File: src/rtl/ex_hazard_ctrl_if.sv
// EX-stage hazard controller bundle: ID/EX/MEM request fields in,
// status and pipeline steering out.
interface ex_hazard_ctrl_if;
    // ID stage
    logic       id_valid;
    logic [3:0] id_src1;
    logic [3:0] id_src2;
    logic       id_two_src;
    // EX stage
    logic       ex_valid;
    logic [3:0] ex_cond;
    logic       ex_s;
    logic       ex_b;
    logic       ex_wb_en;
    logic       ex_mem_r_en;
    logic [3:0] ex_dest;
    logic [3:0] alu_status;
    // MEM stage
    logic       mem_valid;
    logic       mem_r_en;
    logic       mem_w_en;
    logic       mem_wb_en;
    logic [3:0] mem_dest;
    // controller outputs
    logic [3:0] status;
    logic       ex_commit;
    logic       branch_taken;
    logic       flush;
    logic       freeze_all;
    logic       freeze_front;
    logic       bubble;

    // pipeline side: drives stage fields, consumes steering
    modport master (
        output id_valid, id_src1, id_src2, id_two_src,
        output ex_valid, ex_cond, ex_s, ex_b, ex_wb_en, ex_mem_r_en, ex_dest, alu_status,
        output mem_valid, mem_r_en, mem_w_en, mem_wb_en, mem_dest,
        input  status, ex_commit, branch_taken, flush, freeze_all, freeze_front, bubble
    );

    // controller side
    modport slave (
        input  id_valid, id_src1, id_src2, id_two_src,
        input  ex_valid, ex_cond, ex_s, ex_b, ex_wb_en, ex_mem_r_en, ex_dest, alu_status,
        input  mem_valid, mem_r_en, mem_w_en, mem_wb_en, mem_dest,
        output status, ex_commit, branch_taken, flush, freeze_all, freeze_front, bubble
    );
endinterface

File: src/rtl/ex_hazard_ctrl.sv
// EX-stage pipeline controller: NZCV register, ARM condition evaluation,
// branch flush, load-use / RAW stall and MEM-access freeze sequencing.
// Status layout is {N,Z,C,V} on bits [3:0].
module ex_hazard_ctrl #(
    parameter int WAIT_CYCLES = 2,
    parameter bit FORWARD_EN  = 1'b1
) (
    input logic             clk,
    input logic             rst,
    ex_hazard_ctrl_if.slave hz_if
);

    localparam int CNT_W = (WAIT_CYCLES > 0) ? $clog2(WAIT_CYCLES + 1) : 1;
    localparam logic [CNT_W-1:0] CNT_INIT =
        (WAIT_CYCLES > 0) ? CNT_W'(WAIT_CYCLES - 1) : '0;

    localparam logic [0:0] ST_RUN  = 1'b0;
    localparam logic [0:0] ST_WAIT = 1'b1;

    logic [0:0]       state_q, state_d;
    logic [CNT_W-1:0] cnt_q, cnt_d;
    logic [3:0]       status_q, status_d;

    logic mem_req;
    logic freeze;
    logic cond_pass;
    logic commit;
    logic take_br;
    logic match_ex, match_mem, hz;

    wire flg_n = status_q[3];
    wire flg_z = status_q[2];
    wire flg_c = status_q[1];
    wire flg_v = status_q[0];

    assign mem_req = hz_if.mem_valid & (hz_if.mem_r_en | hz_if.mem_w_en);

    // Freeze sequencer: first frozen cycle is the one the access is seen in,
    // then count down; the cnt==0 cycle releases and cannot re-trigger.
    always_comb begin
        state_d = state_q;
        cnt_d   = cnt_q;
        freeze  = 1'b0;
        if (state_q == ST_RUN) begin
            if (mem_req && (WAIT_CYCLES > 0)) begin
                freeze  = 1'b1;
                state_d = ST_WAIT;
                cnt_d   = CNT_INIT;
            end
        end else begin
            if (cnt_q != '0) begin
                freeze = 1'b1;
                cnt_d  = cnt_q - 1'b1;
            end else begin
                state_d = ST_RUN;
            end
        end
        // reset wins: nothing is frozen while rst is held
        if (rst) freeze = 1'b0;
    end

    // ARM condition-code evaluation against the registered flags
    always_comb begin
        cond_pass = 1'b0;
        case (hz_if.ex_cond)
            4'b0000: cond_pass = flg_z;
            4'b0001: cond_pass = !flg_z;
            4'b0010: cond_pass = flg_c;
            4'b0011: cond_pass = !flg_c;
            4'b0100: cond_pass = flg_n;
            4'b0101: cond_pass = !flg_n;
            4'b0110: cond_pass = flg_v;
            4'b0111: cond_pass = !flg_v;
            4'b1000: cond_pass = flg_c & !flg_z;
            4'b1001: cond_pass = !flg_c | flg_z;
            4'b1010: cond_pass = (flg_n == flg_v);
            4'b1011: cond_pass = (flg_n != flg_v);
            4'b1100: cond_pass = !flg_z & (flg_n == flg_v);
            4'b1101: cond_pass = flg_z | (flg_n != flg_v);
            default: cond_pass = 1'b1;   // AL and 1111
        endcase
    end

    // Commit / branch / hazard steering; priority freeze > flush > stall
    always_comb begin
        commit  = !rst & hz_if.ex_valid & cond_pass & !freeze;
        take_br = commit & hz_if.ex_b;

        match_ex = hz_if.ex_valid & hz_if.ex_wb_en &
                   ((hz_if.id_src1 == hz_if.ex_dest) |
                    (hz_if.id_two_src & (hz_if.id_src2 == hz_if.ex_dest)));
        // with forwarding only a load result is unavailable in time
        if (FORWARD_EN) match_ex = match_ex & hz_if.ex_mem_r_en;

        match_mem = hz_if.mem_valid & hz_if.mem_wb_en &
                    ((hz_if.id_src1 == hz_if.mem_dest) |
                     (hz_if.id_two_src & (hz_if.id_src2 == hz_if.mem_dest)));

        hz = !rst & hz_if.id_valid & !freeze &
             (match_ex | (!FORWARD_EN & match_mem));
    end

    // Flag update only for an executing S-suffixed instruction
    always_comb begin
        status_d = status_q;
        if (commit && hz_if.ex_s) status_d = hz_if.alu_status;
    end

    // State, counter and flag registers
    always_ff @(posedge clk) begin
        if (rst) begin
            state_q  <= ST_RUN;
            cnt_q    <= '0;
            status_q <= 4'b0000;
        end else begin
            state_q  <= state_d;
            cnt_q    <= cnt_d;
            status_q <= status_d;
        end
    end

    assign hz_if.status       = rst ? 4'b0000 : status_q;
    assign hz_if.ex_commit    = commit;
    assign hz_if.branch_taken = take_br;
    assign hz_if.flush        = take_br;
    assign hz_if.freeze_all   = freeze;
    assign hz_if.freeze_front = hz & !take_br;
    assign hz_if.bubble       = hz & !take_br;

endmodule

File: src/flat_wrapper.sv
// flat-port wrapper written by rule: the top's interface ports become plain ports
module ex_hazard_ctrl_flat 
#(
    parameter int WAIT_CYCLES = 2,
    parameter bit FORWARD_EN  = 1'b1
)
  (clk, rst, hz_if_id_valid, hz_if_id_src1, hz_if_id_src2, hz_if_id_two_src, hz_if_ex_valid, hz_if_ex_cond, hz_if_ex_s, hz_if_ex_b, hz_if_ex_wb_en, hz_if_ex_mem_r_en, hz_if_ex_dest, hz_if_alu_status, hz_if_mem_valid, hz_if_mem_r_en, hz_if_mem_w_en, hz_if_mem_wb_en, hz_if_mem_dest, hz_if_status, hz_if_ex_commit, hz_if_branch_taken, hz_if_flush, hz_if_freeze_all, hz_if_freeze_front, hz_if_bubble);
  ex_hazard_ctrl_if hz_if_i ();
  input logic clk;
  input logic rst;
  input wire logic [$bits(hz_if_i.id_valid)-1:0] hz_if_id_valid;
  input wire logic [$bits(hz_if_i.id_src1)-1:0] hz_if_id_src1;
  input wire logic [$bits(hz_if_i.id_src2)-1:0] hz_if_id_src2;
  input wire logic [$bits(hz_if_i.id_two_src)-1:0] hz_if_id_two_src;
  input wire logic [$bits(hz_if_i.ex_valid)-1:0] hz_if_ex_valid;
  input wire logic [$bits(hz_if_i.ex_cond)-1:0] hz_if_ex_cond;
  input wire logic [$bits(hz_if_i.ex_s)-1:0] hz_if_ex_s;
  input wire logic [$bits(hz_if_i.ex_b)-1:0] hz_if_ex_b;
  input wire logic [$bits(hz_if_i.ex_wb_en)-1:0] hz_if_ex_wb_en;
  input wire logic [$bits(hz_if_i.ex_mem_r_en)-1:0] hz_if_ex_mem_r_en;
  input wire logic [$bits(hz_if_i.ex_dest)-1:0] hz_if_ex_dest;
  input wire logic [$bits(hz_if_i.alu_status)-1:0] hz_if_alu_status;
  input wire logic [$bits(hz_if_i.mem_valid)-1:0] hz_if_mem_valid;
  input wire logic [$bits(hz_if_i.mem_r_en)-1:0] hz_if_mem_r_en;
  input wire logic [$bits(hz_if_i.mem_w_en)-1:0] hz_if_mem_w_en;
  input wire logic [$bits(hz_if_i.mem_wb_en)-1:0] hz_if_mem_wb_en;
  input wire logic [$bits(hz_if_i.mem_dest)-1:0] hz_if_mem_dest;
  output wire logic [$bits(hz_if_i.status)-1:0] hz_if_status;
  output wire logic [$bits(hz_if_i.ex_commit)-1:0] hz_if_ex_commit;
  output wire logic [$bits(hz_if_i.branch_taken)-1:0] hz_if_branch_taken;
  output wire logic [$bits(hz_if_i.flush)-1:0] hz_if_flush;
  output wire logic [$bits(hz_if_i.freeze_all)-1:0] hz_if_freeze_all;
  output wire logic [$bits(hz_if_i.freeze_front)-1:0] hz_if_freeze_front;
  output wire logic [$bits(hz_if_i.bubble)-1:0] hz_if_bubble;
  assign hz_if_i.id_valid = hz_if_id_valid;
  assign hz_if_i.id_src1 = hz_if_id_src1;
  assign hz_if_i.id_src2 = hz_if_id_src2;
  assign hz_if_i.id_two_src = hz_if_id_two_src;
  assign hz_if_i.ex_valid = hz_if_ex_valid;
  assign hz_if_i.ex_cond = hz_if_ex_cond;
  assign hz_if_i.ex_s = hz_if_ex_s;
  assign hz_if_i.ex_b = hz_if_ex_b;
  assign hz_if_i.ex_wb_en = hz_if_ex_wb_en;
  assign hz_if_i.ex_mem_r_en = hz_if_ex_mem_r_en;
  assign hz_if_i.ex_dest = hz_if_ex_dest;
  assign hz_if_i.alu_status = hz_if_alu_status;
  assign hz_if_i.mem_valid = hz_if_mem_valid;
  assign hz_if_i.mem_r_en = hz_if_mem_r_en;
  assign hz_if_i.mem_w_en = hz_if_mem_w_en;
  assign hz_if_i.mem_wb_en = hz_if_mem_wb_en;
  assign hz_if_i.mem_dest = hz_if_mem_dest;
  assign hz_if_status = hz_if_i.status;
  assign hz_if_ex_commit = hz_if_i.ex_commit;
  assign hz_if_branch_taken = hz_if_i.branch_taken;
  assign hz_if_flush = hz_if_i.flush;
  assign hz_if_freeze_all = hz_if_i.freeze_all;
  assign hz_if_freeze_front = hz_if_i.freeze_front;
  assign hz_if_bubble = hz_if_i.bubble;
  ex_hazard_ctrl #(.WAIT_CYCLES(WAIT_CYCLES), .FORWARD_EN(FORWARD_EN)) u_core (.clk(clk), .rst(rst), .hz_if(hz_if_i));
endmodule
File: config.mk
export PLATFORM = sky130hd
export DESIGN_NAME = ex_hazard_ctrl_flat
export DESIGN_NICKNAME = d
export VERILOG_FILES = /design/src/rtl/ex_hazard_ctrl_if.sv /design/src/rtl/ex_hazard_ctrl.sv /design/src/flat_wrapper.sv
export SDC_FILE = /design/constraint.sdc
export NUM_CORES = 1
export LEC_CHECK = 0
export CAP_MARGIN = 5
export CORE_MARGIN = 2
export CORE_UTILIZATION = 37
export CTS_CLUSTER_DIAMETER = 150
export DETAILED_ROUTE_END_ITERATION = 16
export GPL_TIMING_DRIVEN = 1
export PLACE_DENSITY = 0.85
export SLEW_MARGIN = 20
export SYNTH_ARGS = -nofsm -noshare
export SYNTH_HDL_FRONTEND = slang
export SYNTH_SLANG_ARGS = --single-unit
File: constraint.sdc
create_clock -name clk -period 3.5 [get_ports clk]
set_input_delay 0.35 -clock clk [delete_from_list [all_inputs] [get_ports clk]]
set_output_delay 0.35 -clock clk [all_outputs]
set_load 0.03 [all_outputs]
# After elaboration in Yosys (flattened, before gate mapping)
# Cells that the tools add are included.
# W data, S select, Z words.
# totals
regBits	7
inputBits	37
out_inout_bits	10
wordCells	62
# classes
n_addsub	1
eq_ne	18
muxes	9
bitwise_logic	19
reduce_logical	12
# op_table
op	count
$eq A4 B4 Y1 const B	6
$eq A4 B3 Y1 const B	4
$and A1 B1 Y1	15
$pmux W1 S14	1
$eq A4 B2 Y1 const B	2
$eq A4 B4 Y1	2
$logic_not A1 Y1	7
$mux W2	3
$eq A4 B1 Y1 const B	1
$logic_not A4 Y1	1
$mux W1	4
$mux W4	1
$or A1 B1 Y1	4
$reduce_bool A2 Y1	2
$ne A2 B2 Y1 const B	1
$reduce_and A2 Y1	1
$sub A2 B1 Y2 const B	1
$eq A1 B1 Y1	1
$logic_and A1 B1 Y1	1
$ne A1 B1 Y1	1

# Longest topological paths before layout
# Gate-level depths: netlist of the first run.
# depth
depth_word	10
ltp_mapped	8
ltp_nobuf	7

# Worst setup path after synthesis of the first run
# Ideal clock, no wire load.
# synth_timing
kind	in2out
from	input port hz_if_ex_cond[3]
to	output port hz_if_freeze_front
arrival_ns	2.411
required_time_ns	3.150
setup_slack_ns	0.739
path_stages	8
path_buffers	2
cell_sequence	buf_6 > nand2b_1 > a21oi_1 > o31a_2 > a31oi_4 > nand2_1 > a2111oi_2 > buf_4
# synth_via
elab_chain_len	7
word_cells_on_any_way	20
classes_between	eq/ne: 13; mux: 1; bitwise: 4; reduce/logical: 2
# synth_rtl
item	line_no	rtl
start: declaration	flat_wrapper.sv:16	input wire logic [$bits(hz_if_i.ex_cond)-1:0] hz_if_ex_cond;
$eq A4 B4 Y1, or another cell as far along	ex_hazard_ctrl.sv:65	case (hz_if.ex_cond)
$pmux W1 S14 (*)	ex_hazard_ctrl.sv:65	
$and A1 B1 Y1 (*) (2 in a row)	ex_hazard_ctrl.sv:86	commit = !rst & hz_if.ex_valid & cond_pass & !freeze;
$and A1 B1 Y1 (*)	ex_hazard_ctrl.sv:87	take_br = commit & hz_if.ex_b;
$logic_not A1 Y1 (*)	--	
$and A1 B1 Y1 (*)	--	
end: declaration	flat_wrapper.sv:33	output wire logic [$bits(hz_if_i.freeze_front)-1:0] hz_if_freeze_front;
# Every way passes the cells marked *; elsewhere a longest branch is shown, timed or not.

# Worst setup path in the final report of the first run
# layout_timing
from	input port hz_if_ex_cond[2]
to	output port hz_if_freeze_front
# layout_via
elab_chain_len	7
word_cells_on_any_way	20
classes_between	eq/ne: 13; mux: 1; bitwise: 4; reduce/logical: 2
# layout_rtl
item	line_no	rtl
$eq A4 B4 Y1, or another cell as far along	ex_hazard_ctrl.sv:65	
$pmux W1 S14 (*)	ex_hazard_ctrl.sv:65	
$and A1 B1 Y1 (*) (2 in a row)	ex_hazard_ctrl.sv:86	
$and A1 B1 Y1 (*)	ex_hazard_ctrl.sv:87	
$logic_not A1 Y1 (*)	ex_hazard_ctrl.sv:127	assign hz_if.freeze_front = hz & !take_br;
$and A1 B1 Y1 (*)	ex_hazard_ctrl.sv:127	
# Marked as above.

==> impl_metrics.py, run 1 <==
metrics = {
    "yosys": {
        "synthCells": 76,
        "synthTopCellsByArea": "dfxtp_1, xor2_1, mux2_4, nor2b_1, a21oi_1",
        "ys_types": 31,
        "synth_top_area_share": 0.210,
        "avgSynthCellArea_sq_um": 8.79,
        "ys_seq_area_frac": 0.210,
        "async_reset_ff_frac": 0,
        "synth_edf_count": 0,
        "synth-main-ff-cell": "dfxtp_1",
        "synth_nets": 114,
        "yosys.area.top_type": "dfxtp_1",
        "synth_warnings": 0,
        "synth_seq_cells": 7,
        "synth.cell_area_sq_um": 668,
    },
    "die": {
        "ios": 47,
        "placementRows": 15,
        "start_util": 0.391,
        "chipWidth_um": 46.5,
        "core_region_area_sq_um": 1710,
        "die_area_sq_um": 2160,
        "dieHeight_um": 46.5,
    },
    "cts": {
        "cts_buffer_depth": 2,
        "htree_levels": 1,
        "clk_pin_slew_ns": 0.05,
        "root_buffer": "clkbuf_4",
        "cts_hold_buf": 0,
        "cts_sinks": 7,
        "tritoncts": "built",
        "cts_setup_buffers": 0,
        "ctsResizeCount": 0,
        "cts_buffers": 3,
        "clock_latency_ns": 0.25,
    },
    "timing": {
        "rsz0062_at_grt": "no",
        "hold_viol_final": 0,
        "tns_ns": 0,
        "fin_skew_ns": 0.000298,
        "slew_headroom": 0.735,
        "period_share": 0.945,
        "worstMarginPinSlew_ns": 0.396,
        "fin_ws_ns": 0.191,
        "min_period_ns": 3.31,
        "maxSlewViolCount": 0,
        "max_freq_mhz": 302,
        "setup_viol": 0,
    },
    "worst_setup_path": {
        "critPathKind": "in -> out",
        "critPathMaxFanout": 8,
        "start_kind": "primary input",
        "worstPathArrival_ns": 2.96,
        "end_kind": "output pin",
        "cp.required_ns": 3.15,
    },
    "finish": {
        "antenna_cells": 0,
        "layout_common_cells": "clkdlybuf4s50_1, xor2_1, dfxtp_1",
        "fill_cells": 145,
        "syn2layout_area_growth_pct": 67.6,
        "regArea_sq_um": 140,
        "final_common_cell": "clkdlybuf4s50_1",
        "multiInputGateArea_sq_um": 478,
        "fin_area_sq_um": 1120,
        "drive_above_1_share": 0.126,
        "nNetsFinal": 158,
    },
    "flow_run": {
        "cap_violations": 0,
    },
    "grt": {
        "grt_usage": 0.172,
        "grt_pass1_wl_mm": 2.64,
        "first_global_vias": 682,
        "antenna_found_initial": 0,
        "grt_max_degree": 9,
        "overflow": 0,
    },
    "outcome": {
        "outcome": "completed",
    },
    "routing": {
        "via_per_inst": 4.78,
        "ant_nets": 0,
        "drtIter0Drc": 3,
        "firstDrtPassIters": 4,
        "drc": 0,
        "wire_per_inst_um": 11.4,
        "vias": 689,
        "drt-total-wl_mm": 1.64,
    },
    "power_and_ir_drop": {
        "p_leak_nw": 0.420,
        "peakVddDrop_mv": 0.216,
        "cellPowerDensity_nw_per_um2": 236,
    },
    "placement": {
        "port-buffer-count": 41,
        "gp_congestion": 0.737,
        "post_dp_cell_area_sq_um": 1090,
        "pre_cts_ws_ns": 0.185,
        "hpwl_mm": 1.43,
    },
    "worst_hold_path": {
        "worstHoldPathType": "reg -> reg",
    },
}
[critical path, cell delays in order]
cell,delay [ns]
clkdlybuf4s50_1,0.58
nand3b_1,0.14
a21oi_1,0.07
o31a_2,0.36
a31oi_4,0.20
nand2_1,0.10
a2111oi_2,0.41
clkdlybuf4s50_1,0.74
[flip-flops by register name (all words and copies together) (netlist names)]
signal,flops
u_core.status_q,4
u_core.cnt_q,2
u_core.state_q,1
[final timing paths]
kind                                    startpoint            endpoint  slack (ns)  cells past startpoint
worst min-delay path               u_core.cnt_q[0]     u_core.cnt_q[0]        0.52                      2
worst min register to register     u_core.cnt_q[0]     u_core.cnt_q[0]        0.52                      2
worst max register to register  u_core.status_q[3]  u_core.status_q[0]        1.56                      7
worst max-delay path              hz_if_ex_cond[2]  hz_if_freeze_front        0.19                      8
[kinds of logic (layout without fill, tap and decap cells)]
logic type	count (synthesis)	after routing	share of synthesized area
and+or+nand+nor	28	28	0.236
AOI/OAI and AO/OA	14	14	0.199
xor gates and xnor gates	12	12	0.157
buffers and inverters	9	52	0.0749
DFF	7	7	0.210
muxes	5	5	0.105
adders and majority gates	1	1	0.0187
[synth_stat cells (3+ instances only)]
cell type and instances:
a21oi_1 6, dfxtp_1 7, inv_1 4, mux2_4 4
nand2_1 3, nand2b_1 4, nor2_1 6, nor2b_1 5
xnor2_1 3, xor2_1 9
[metrics by stage]
step           hold slack, ns  utilization  std cells  power, W
2_1_floorplan           0.422            -         76  0.000139
3_3_place_gp            0.472        0.640        140  0.000189
3_5_place_dp            0.486        0.640        140  0.000192
4_1_cts                 0.517        0.656        144  0.000267
5_1_grt                 0.548        0.656        144  0.000281
6_report                0.519        0.656        144  0.000264
[cell type report]
type | count | area share
clock buffers | 4 | 0.0235
well taps | 25 | 0.0279
inverters | 5 | 0.0168
flip-flops and latches | 7 | 0.125
multi-input cells | 60 | 0.427
repair buffers | 43 | 0.380
[metal layers]
layer / up-vias / GRT usage / part of all wire
met1: 309 / 0.186 / 0.38
met3: 0 / 0.0627 / 0.10
met5: - / 0 / 0
met4: 0 / 0.0343 / 0
li1: 345 / - / -
met2: 35 / 0.317 / 0.52
[where the power goes]
group	leakage [nW]	switching [W]	internal, W
registers	0.0570	0.00000355	0.0000839
clock network	0.0150	0.0000313	0.0000436
logic	0.348	0.0000418	0.0000599
total	0.420	0.0000767	0.000187
No activity file was read; power rests on OpenSTA's default activity.
==> run 2, diff against run 1 <==
CORE_MARGIN = default   (was 2)
==> impl_metrics.py, run 2 (synthesized netlist as in run 1, its figures left out) <==
metrics = {
    "worst_setup_path": {
        "critPathKind": "in -> out",
        "r2r_start": "u_core.status_q[3]",
        "critPathMaxFanout": 7,
        "worstPathArrival_ns": 2.73,
        "cp_num_cells": 9,
        "crit_path_start": "hz_if_ex_cond[3]",
        "crit_path_end": "hz_if_flush",
        "critPathTopFamily": "buffers and inverters",
        "crit_top_cell": "clkdlybuf4s50_1",
        "reg2reg_slack_ns": 1.55,
        "reg2reg_to": "u_core.status_q[1]",
        "cp_cell_sequence": "clkdlybuf4s50_1 > buf_4 > and3b_1 > a22oi_2 > xnor2_1 > a31oi_4 > a21oi_1 > and2_1 > clkdlybuf4s50_1",
        "end_kind": "output pin",
        "cp_num_buf_inv": 3,
        "start_kind": "primary input",
        "worstRegToRegCells": 6,
        "cp_slowest_cell": "clkdlybuf4s50_1",
        "critical-path-max-stage-delay_ns": 0.67,
        "cp.required_ns": 3.15,
    },
    "timing": {
        "min_period_ns": 3.08,
        "slew_headroom": 0.745,
        "maxSlewViolCount": 0,
        "tns_ns": 0,
        "period_share": 0.879,
        "fin_skew_ns": 0.000728,
        "setup_viol": 0,
        "worstMarginPinSlew_ns": 0.382,
        "rsz0062_at_grt": "no",
        "max_freq_mhz": 325,
        "hold_viol_final": 0,
    },
    "power_and_ir_drop": {
        "power.total_w": 0.000260,
        "comb_power_share": 0.388,
        "cellPowerDensity_nw_per_um2": 231,
        "p_int_w": 0.000187,
        "pwr-share-seq": 0.336,
        "clock_power_share": 0.275,
        "peakVddDrop_mv": 0.112,
        "p_leak_nw": 0.457,
        "p_sw_frac": 0.282,
        "power.switching_w": 0.0000735,
    },
    "routing": {
        "drt-total-wl_mm": 1.58,
        "firstDrtPassIters": 4,
        "drc": 0,
        "via_per_inst": 4.78,
        "drtIter0Drc": 4,
        "ant_nets": 0,
        "vias": 683,
        "wire_per_inst_um": 11.1,
    },
    "placement": {
        "port-buffer-count": 41,
        "gp_congestion": 0.683,
        "hpwl_mm": 1.39,
    },
    "cts": {
        "cts_setup_buffers": 0,
        "tritoncts": "built",
        "cts_buffer_depth": 2,
        "htree_levels": 1,
        "cts_sinks": 7,
        "clk_pin_slew_ns": 0.05,
        "clock_latency_ns": 0.24,
        "root_buffer": "clkbuf_4",
        "cts_buffers": 3,
    },
    "grt": {
        "grt_use_met3": 0.0286,
        "met1_usage": 0.213,
        "antenna_found_initial": 0,
        "first_global_vias": 718,
        "grt_max_degree": 9,
        "top_usage_layer": "met2",
        "grt_usage": 0.190,
        "overflow": 0,
        "grtUsageMet2": 0.365,
        "grt_pass1_wl_mm": 2.85,
    },
    "finish": {
        "largest_register": "u_core.status_q",
        "final_common_cell": "clkdlybuf4s50_1",
        "layout_common_cells": "clkdlybuf4s50_1, xor2_1, dfxtp_1",
        "largest_reg_flops": 4,
        "top_regs": "u_core.status_q: 4 flops, u_core.cnt_q: 2 flops, u_core.state_q: 1 flops",
        "drive_above_1_share": 0.126,
        "nNetsFinal": 158,
        "antenna_cells": 0,
        "fill_cells": 125,
        "syn2layout_area_growth_pct": 68.2,
    },
    "die": {
        "dieHeight_um": 44.5,
        "core_region_area_sq_um": 1590,
        "start_util": 0.419,
        "chipWidth_um": 44.5,
        "die_area_sq_um": 1980,
        "ios": 47,
        "placementRows": 14,
    },
    "outcome": {
        "outcome": "completed",
    },
    "worst_hold_path": {
        "min_path_cells": 2,
        "worstHoldPathType": "reg -> reg",
    },
    "flow_run": {
        "cap_violations": 0,
    },
}
[run 2: layer usage]
| layer | share of wire | wire length [um] |
|---|---|---|
| met5 | 0 | 0 |
| met4 | 0 | 0 |
| met3 | 0.047 | 74 |
| met2 | 0.54 | 856 |
| met1 | 0.41 | 650 |
[run 2: power by group through the flow]
stage                     Clock (W)  Combinational [W]  Sequential (W)
after floorplan                   0          0.0000511       0.0000881
after global placement            0          0.0000992       0.0000887
after detailed placement          0           0.000101       0.0000890
after CTS                 0.0000728           0.000102       0.0000874
after global routing      0.0000755           0.000111       0.0000879
final                     0.0000716           0.000101       0.0000875
[run 2: worst min-delay path: stages (launching register included)]
cell and delay, ns:
dfxtp_1 0.32, a21oi_1 0.07, nor2_1 0.07
[run 2: repair_timing]
action	4_1_cts	5_1_grt
endpoints found under the setup margin	0	2
hold buffers	0	0
gates resized for setup	0	2
[run 2: area by class of cell]
cell class,count,area (sq um),area share
clock buffer,4,26.3,0.0234
multi-input combinational,60,478,0.425
sequential,7,140,0.125
tap,24,30.0,0.0267
timing repair buffer,43,430,0.383
inverter,5,18.8,0.0167
[run 2: worst min path at each step]
stage               slack, ns            start              end
detailed placement       0.48  u_core.cnt_q[1]  u_core.cnt_q[1]
CTS                      0.50  u_core.cnt_q[1]  u_core.cnt_q[1]
floorplan                0.42              rst  u_core.cnt_q[0]
global route             0.53  u_core.cnt_q[1]  u_core.cnt_q[1]
finish                   0.50  u_core.cnt_q[1]  u_core.cnt_q[1]
global placement         0.47  u_core.cnt_q[1]  u_core.cnt_q[1]
[run 2: stage by stage]
step / hold WS, ns / cells / setup slack (ns) / utilization / instance area [sq um]
floorplan: 0.422 / 76 / 0.739 / - / 668
global placement: 0.469 / 139 / 0.176 / 0.685 / 1090
detailed placement: 0.481 / 139 / 0.168 / 0.685 / 1090
CTS: 0.499 / 143 / 0.150 / 0.702 / 1120
global route: 0.535 / 143 / 0.238 / 0.705 / 1120
finish: 0.496 / 143 / 0.425 / 0.705 / 1120
